### src/rtl/mux_rr_buffered.sv
// CH-to-1 channel selector with valid/ready handshakes and a one-entry output register.
// Grant comes from an external select (mode 0) or a round-robin search after ptr (mode 1).
module mux_rr_buffered #(
    parameter int unsigned N  = 8,
    parameter int unsigned CH = 16,
    localparam int unsigned SW = $clog2(CH)
) (
    input  logic            clk,
    input  logic            rst_n,
    input  logic            mode,
    input  logic [SW-1:0]   sel,
    input  logic [CH*N-1:0] in_data,
    input  logic [CH-1:0]   in_valid,
    output logic [CH-1:0]   in_ready,
    output logic [N-1:0]    out_data,
    output logic            out_valid,
    input  logic            out_ready,
    output logic [SW-1:0]   out_chan
);

    logic [N-1:0]  words [CH];
    logic [N-1:0]  out_data_q;
    logic [SW-1:0] out_chan_q;
    logic          out_valid_q;
    logic [SW-1:0] ptr_q;

    logic          gnt_found;
    logic [SW-1:0] gnt_idx;
    logic          can_load;
    logic          xfer_in;
    int unsigned   cand;

    always_comb begin
        for (int k = 0; k < CH; k++) begin
            words[k] = in_data[k*N +: N];
        end
    end

    // Grant is recomputed every cycle from current inputs; nothing is held across cycles.
    always_comb begin
        gnt_found = 1'b0;
        gnt_idx   = '0;
        cand      = 0;
        if (!mode) begin
            if (32'(sel) < CH) begin
                if (in_valid[sel]) begin
                    gnt_found = 1'b1;
                    gnt_idx   = sel;
                end
            end
        end else begin
            for (int unsigned off = 1; off <= CH; off++) begin
                cand = (32'(ptr_q) + off) % CH;
                if (!gnt_found && in_valid[cand[SW-1:0]]) begin
                    gnt_found = 1'b1;
                    gnt_idx   = cand[SW-1:0];
                end
            end
        end
    end

    // rst_n gates can_load so no in_ready is raised while reset is asserted.
    assign can_load = rst_n & (~out_valid_q | out_ready);
    assign xfer_in  = can_load & gnt_found;
    assign in_ready = xfer_in ? (CH'(1) << gnt_idx) : '0;

    always_ff @(posedge clk or negedge rst_n) begin
        if (!rst_n) begin
            out_data_q  <= '0;
            out_chan_q  <= '0;
            out_valid_q <= 1'b0;
            ptr_q       <= SW'(CH - 1);
        end else if (xfer_in) begin
            out_data_q  <= words[gnt_idx];
            out_chan_q  <= gnt_idx;
            out_valid_q <= 1'b1;
            if (mode) begin
                ptr_q <= gnt_idx;
            end
        end else if (out_valid_q && out_ready) begin
            out_valid_q <= 1'b0;
        end
    end

    assign out_data  = out_data_q;
    assign out_chan  = out_chan_q;
    assign out_valid = out_valid_q;

endmodule

### config.mk
export PLATFORM = sky130hd
export DESIGN_NAME = mux_rr_buffered
export DESIGN_NICKNAME = d
export VERILOG_FILES = /design/src/rtl/mux_rr_buffered.sv
export SDC_FILE = /design/constraint.sdc
export NUM_CORES = 1
export LEC_CHECK = 0
export ABC_AREA = 1
export BUFFER_PORTS_ARGS = -buffer_cell sky130_fd_sc_hd__buf_2
export CAP_MARGIN = 40
export CORE_MARGIN = 5
export CORE_UTILIZATION = 29
export DETAILED_ROUTE_END_ITERATION = 12
export SLEW_MARGIN = 20
export SYNTH_ARGS = -nofsm -noshare
export SYNTH_HDL_FRONTEND = slang
export SYNTH_SLANG_ARGS = --single-unit
### constraint.sdc
create_clock -name clk -period 5.3 [get_ports clk]
set_input_delay 0.795 -clock clk [delete_from_list [all_inputs] [get_ports clk]]
set_output_delay 0.795 -clock clk [all_outputs]
set_load 0.01 [all_outputs]
-- Word-level counts from Yosys, hierarchy flattened
Index checks and enable logic that the tools add are counted.
- add/sub/neg operators: 16
- multipliers: 0
- divide/modulo/power cells: 0
- magnitude comparators: 18
- eq/ne operators: 0
- shifts and indexed selects: 1
- multiplexer cells: 91
- bitwise logic cells: 5
- reduce and logical (&&, ||, !) cells: 33
- operator list (cell ; count):
    $lt A4 B5 Y1 const B ; 17
    $mux W4 ; 18
    $bmux W1 S4 ; 17
    $mux W1 ; 52
    $add A4 B4 Y4 const B ; 8
    $bmux W8 S4 ; 1
    $add A4 B3 Y4 const B ; 4
    $logic_and A1 B1 Y1 ; 16
    $mux W16 ; 1
    $mux W8 ; 2
    $shl A1 B4 Y16 const A ; 1
    $logic_not A1 Y1 ; 15
    $add A4 B1 Y4 const B ; 2
    $add A4 B2 Y4 const B ; 2
    $ge A5 B5 Y1 const B ; 1
    $not A4 Y5 ; 1
    $and A1 B1 Y1 ; 2
    $reduce_and A2 Y1 ; 1
    $reduce_bool A2 Y1 ; 1
    $not A1 Y1 ; 1
    $or A1 B1 Y1 ; 1
- register bits after elaboration: 17
- latch bits: 0
- RAM bits: 0
- memory bits (read-only): 0
- input port bits: 152
- output and inout port bits: 29
- memories: 0

-- Logic depth before layout (Yosys ltp)
- word-level depth: 69
- gate-level depth with buffers: 33
- gate-level depth less buffers: 30

-- Worst setup path after synthesis
OpenSTA, ideal clock, no wires.
- path kind: register -> output
- start: register ptr_q[1]
- end: output in_ready[10]
- arrival time: 3773 ps
- data required time: 4505 ps
- setup slack: 732 ps
- stages on the path, launching flop included: 29
- path buffers: 2
- cells stage by stage: dfstp_2 inv_1 buf_2 ha_1 inv_1 buf_2 nand3_1 nand3_1 nand2_1 nand2_1 nand2_2 nor2_8 nand4_4 nor2_4 nand4_2 nor2_4 nand2_2 nor2_1 inv_1 o21ai_0 nand3b_1 nand2_1 nand2_1 nand2_1 nand2_1 nand2_1 a21oi_2 inv_2 nor2_1
- cells in the longest elaborated chain, start to end: 67
- elaborated cells between the ends (all ways): 130
- classes of those cells: add/sub (16); shift (1); mux (82); bitwise (1); reduce/logical (30)
- RTL lines (element ; line ; RTL):
    from (decl) ; 25 ; logic [SW-1:0] ptr_q;
    from (signal assigned) ; 72 ; ptr_q <= SW'(CH - 1);
    from (signal assigned) ; 78 ; ptr_q <= gnt_idx;
    $add A4 B1 Y4 ; 53 ; cand = (32'(ptr_q) + off) % CH;
    $bmux W1 S4 ; 54 ; if (!gnt_found && in_valid[cand[SW-1:0]]) begin
    $mux W1 (implied by the code) ; 54 ;
    $mux W1 ; 54 ;
    $mux W1 ; 44 ; if (!mode) begin
    $logic_not A1 Y1 ; 54 ;
    $logic_and A1 B1 Y1 ; 54 ;
    $mux W1 ; 54 ;
    [... 51 more ...] ; -- ;
    $mux W1 ; 54 ;
    $mux W1 ; 44 ;
    $logic_not A1 Y1 ; 54 ;
    $logic_and A1 B1 Y1 ; 54 ;
    $mux W4 / $mux W1 (equally long branches) ; 54 ;
    $mux W4 / $mux W1 (equally long branches) ; 44 ;
    $shl A1 B4 Y16 / $and A1 B1 Y1 (equally long branches) ; 65, 64 ;
    $mux W16 * ; 65 ; assign in_ready = xfer_in ? (CH'(1) << gnt_idx) : '0;
    to (decl) ; 14 ; output logic [CH-1:0] in_ready,
Mark *: on every way between the ends. The rest lies on a longest branch, timed or not. The select of a mux whose other input is x is not followed.

-- Worst setup path in the final report
Same ends and word-level chain as after synthesis.

==> results.json <==
{
  "status": "finished, final reports clean",
  "synth_nets": 1078,
  "wirelength_um": 17630,
  "fin_crit_sh": 0.9208,
  "drive_above_1_share": 0.2209,
  "maxCapViolCount": 0,
  "clkTransAtPathRegs_ns": 0.05,
  "antenna_cells": 0,
  "htreeDepth": 1,
  "synth_most_common_cell": "nand2_1",
  "drt_iter0_drc": 349,
  "holdWs_ns": 0.4637,
  "yosysWarnings": 0,
  "startpoint_type": "register",
  "rows": 46,
  "p_total_mw": 4.652,
  "die_w_um": 136.8,
  "grt_remaining_overflow": 0,
  "p_per_area_nw_per_um2": 801.9,
  "grt_pass1_vias": 5830,
  "worst_pin_slew_ns": 0.5837,
  "skew_ns": 0.001004,
  "die_area_um2": 18730,
  "yosysUniqueCellTypes": 37,
  "cts_sinks": 17,
  "avgViaCountPerCell": 4.786,
  "area_growth_pct": 24.35,
  "synth-edff-count": 0,
  "ctsRootBufferMaster": "clkbuf_16",
  "slew_viol_final": 0,
  "synth_top_area_cell": "nand2_1",
  "seq_area_frac_synth": 0.09225,
  "synth_area_leaders": "nand2_1 25%, nand3_1 24%, inv_1 12%",
  "post_drt_wl_per_cell_um": 13.67,
  "vdd_drop_max_uv": 422.9,
  "critical_path_class": "register to output pin",
  "synth_seq_cells": 17,
  "final_cells": 1289,
  "syn_area_um2": 4666,
  "synth_common_cells": "307 x nand2_1, 222 x nand3_1, 144 x inv_1",
  "max_freq_ghz": 0.2049,
  "place.gp.congestion": 0.9115,
  "hold_viol": 0,
  "cts_tree": "done",
  "synthCells": 918,
  "portBuffers": 180,
  "antenna_found_initial": 0,
  "via_count": 6169,
  "firstDrtPassIters": 5,
  "clockBufferDepth": 2,
  "cts_hold_buf": 0,
  "relSlewSlack": 0.6109,
  "grt_start_max_net_pins": 58,
  "num-nets-final": 1234,
  "dp_hpwl_um": 14270,
  "async_reset_ff_frac": 1.000,
  "worst_ep_required_time_ns": 4.51,
  "drtAntennaViolNets": 0,
  "grt_pass1_wl_um": 28380,
  "cts_made_buffers": 3,
  "clk_latency_ns": 0.25,
  "track_usage": 0.1843,
  "ios": 181,
  "timing.final.crit_period_ns": 4.880,
  "crit_arrival_ns": 4.09,
  "dp_cells": 1285,
  "synth.avg_cell_area_um2": 5.082,
  "multi_input_area_um2": 3412,
  "dieHeight_um": 136.8,
  "regArea_um2": 434.2,
  "start_util": 0.2948,
  "critPathMaxFanout": 13,
  "core_um2": 15830,
  "ys.flop_type": "dfrtp_1",
  "setup_violations": 0,
  "min_path_type": "primary input to async pin",
  "yosysTopAreaCellShare": 0.2470,
  "drc_errors": 0,
  "crit_path_end_kind": "output pin",
  "num-fill-cells": 1808,
  "p_leak_nw": 3.463
}
==> worst paths after layout <==
kind | slack [ns] | from | endpoint | cells past startpoint
max | 0.42 | ptr_q[1] | in_ready[10] | 25
min | 0.46 | rst_n | out_chan[3] | 1
max reg2reg | 0.64 | ptr_q[1] | out_data[5] | 30
min reg2reg | 0.48 | out_chan[0] | out_chan[0] | 2
max in group asynchronous | 4.52 | rst_n | ptr_q[1] | 1
min in group clk | 0.48 | out_chan[0] | out_chan[0] | 2
==> power by group <==
| part | switching, mW | total [mW] | internal, mW |
|---|---|---|---|
| logic | 2.92 | 4.24 | 1.32 |
| registers | 0.0620 | 0.264 | 0.202 |
| clock network | 0.0509 | 0.153 | 0.102 |
| total | 3.03 | 4.65 | 1.62 |
==> metal layers <==
layer	up-vias	track usage	part of all wire
li1	3223	-	-
met1	2665	0.2292	0.40
met2	236	0.3223	0.50
met3	45	0.02647	0.064
met4	0	0.06818	0.037
met5	-	0	0
==> worst max-delay path, stage by stage, from the launching register on <==
cell and delay [ns]:
dfstp_2 0.53, inv_1 0.12, ha_1 0.37, clkinvlp_4 0.27, nand3_1 0.22, nand3_1 0.12, nand2_1 0.08, nand2_1 0.06
nand2_2 0.15, inv_1 0.11, nand2_1 0.14, o22ai_1 0.08, a21oi_1 0.15, nand3_1 0.09, nor2_1 0.10, o21ai_0 0.09
nor2_1 0.12, o2111ai_1 0.14, nor2_1 0.12, nand2_1 0.06, nand2_1 0.05, nand2_1 0.07, a21oi_2 0.23, nand3_1 0.12
nor2_1 0.11, buf_2 0.13
==> stage by stage <==
stage	util	instance area (µm²)	TNS [ns]	setup slack [ns]
detailed placement	0.3597	5693	0	0.4657
global route	0.3666	5802	-0.008479	-0.008479
CTS	0.3647	5772	0	0.1770
floorplan	-	4666	0	0.7316
finish	0.3666	5802	0	0.4196
global placement	0.3597	5693	0	0.5472
==> cell usage in the layout, fill, tap and decap left out, types with 2 or more instances in the layout <==
| cell type | instances |
|---|---|
| buf_2 | 180 |
| a21oi_2 | 2 |
| clkinv_1 | 3 |
| o2111ai_1 | 2 |
| nor3_1 | 2 |
| nand4_1 | 13 |
| nor2_4 | 4 |
| xor2_1 | 3 |
| nor2_1 | 53 |
| xor2_2 | 3 |
| nand4_2 | 3 |
| a31oi_1 | 3 |
| dfrtp_1 | 13 |
| a21oi_1 | 7 |
| o21ai_0 | 20 |
| nand2_1 | 306 |
| inv_2 | 7 |
| ha_1 | 7 |
| clkbuf_16 | 3 |
| nor2_2 | 2 |
| nand3b_1 | 24 |
| nand3_1 | 222 |
| o21ai_1 | 3 |
| dfstp_2 | 3 |
| nand2_2 | 7 |
| inv_1 | 142 |
| o22ai_1 | 3 |
| o21a_1 | 4 |
| buf_4 | 17 |
==> logic make-up (layout without fill, tap and decap cells) <==
kind of cell             Yosys count  after routing  synth area share
XOR/XNOR                           7              7           0.01636
flip-flops                        17             17           0.09225
adder cells (fa/ha/maj)            8              8           0.02145
buffers and inverters            199            354            0.1850
AND/OR/NAND/NOR                  638            638            0.6227
AO/OA/AOI/OAI                     49             49           0.06222
==> sequential cells by signal, summed over array words and instances (netlist names) <==
register   flops
out_data       8
out_chan       4
ptr_q          4
out_valid      1
==> repair_timing <==
action / CTS / global route
buffers inserted: 0 / 0
endpoints found under the setup margin: 0 / 16
gates resized for setup: 0 / 7
==> area by class of cell <==
class / count / share of cell area
inverters: 153 / 0.09963
repair buffers: 197 / 0.1773
clock buffers: 4 / 0.01359
multi-input cells: 702 / 0.5881
flip-flops and latches: 17 / 0.07483
well taps: 216 / 0.04658
(Power assumes the default switching activity.)
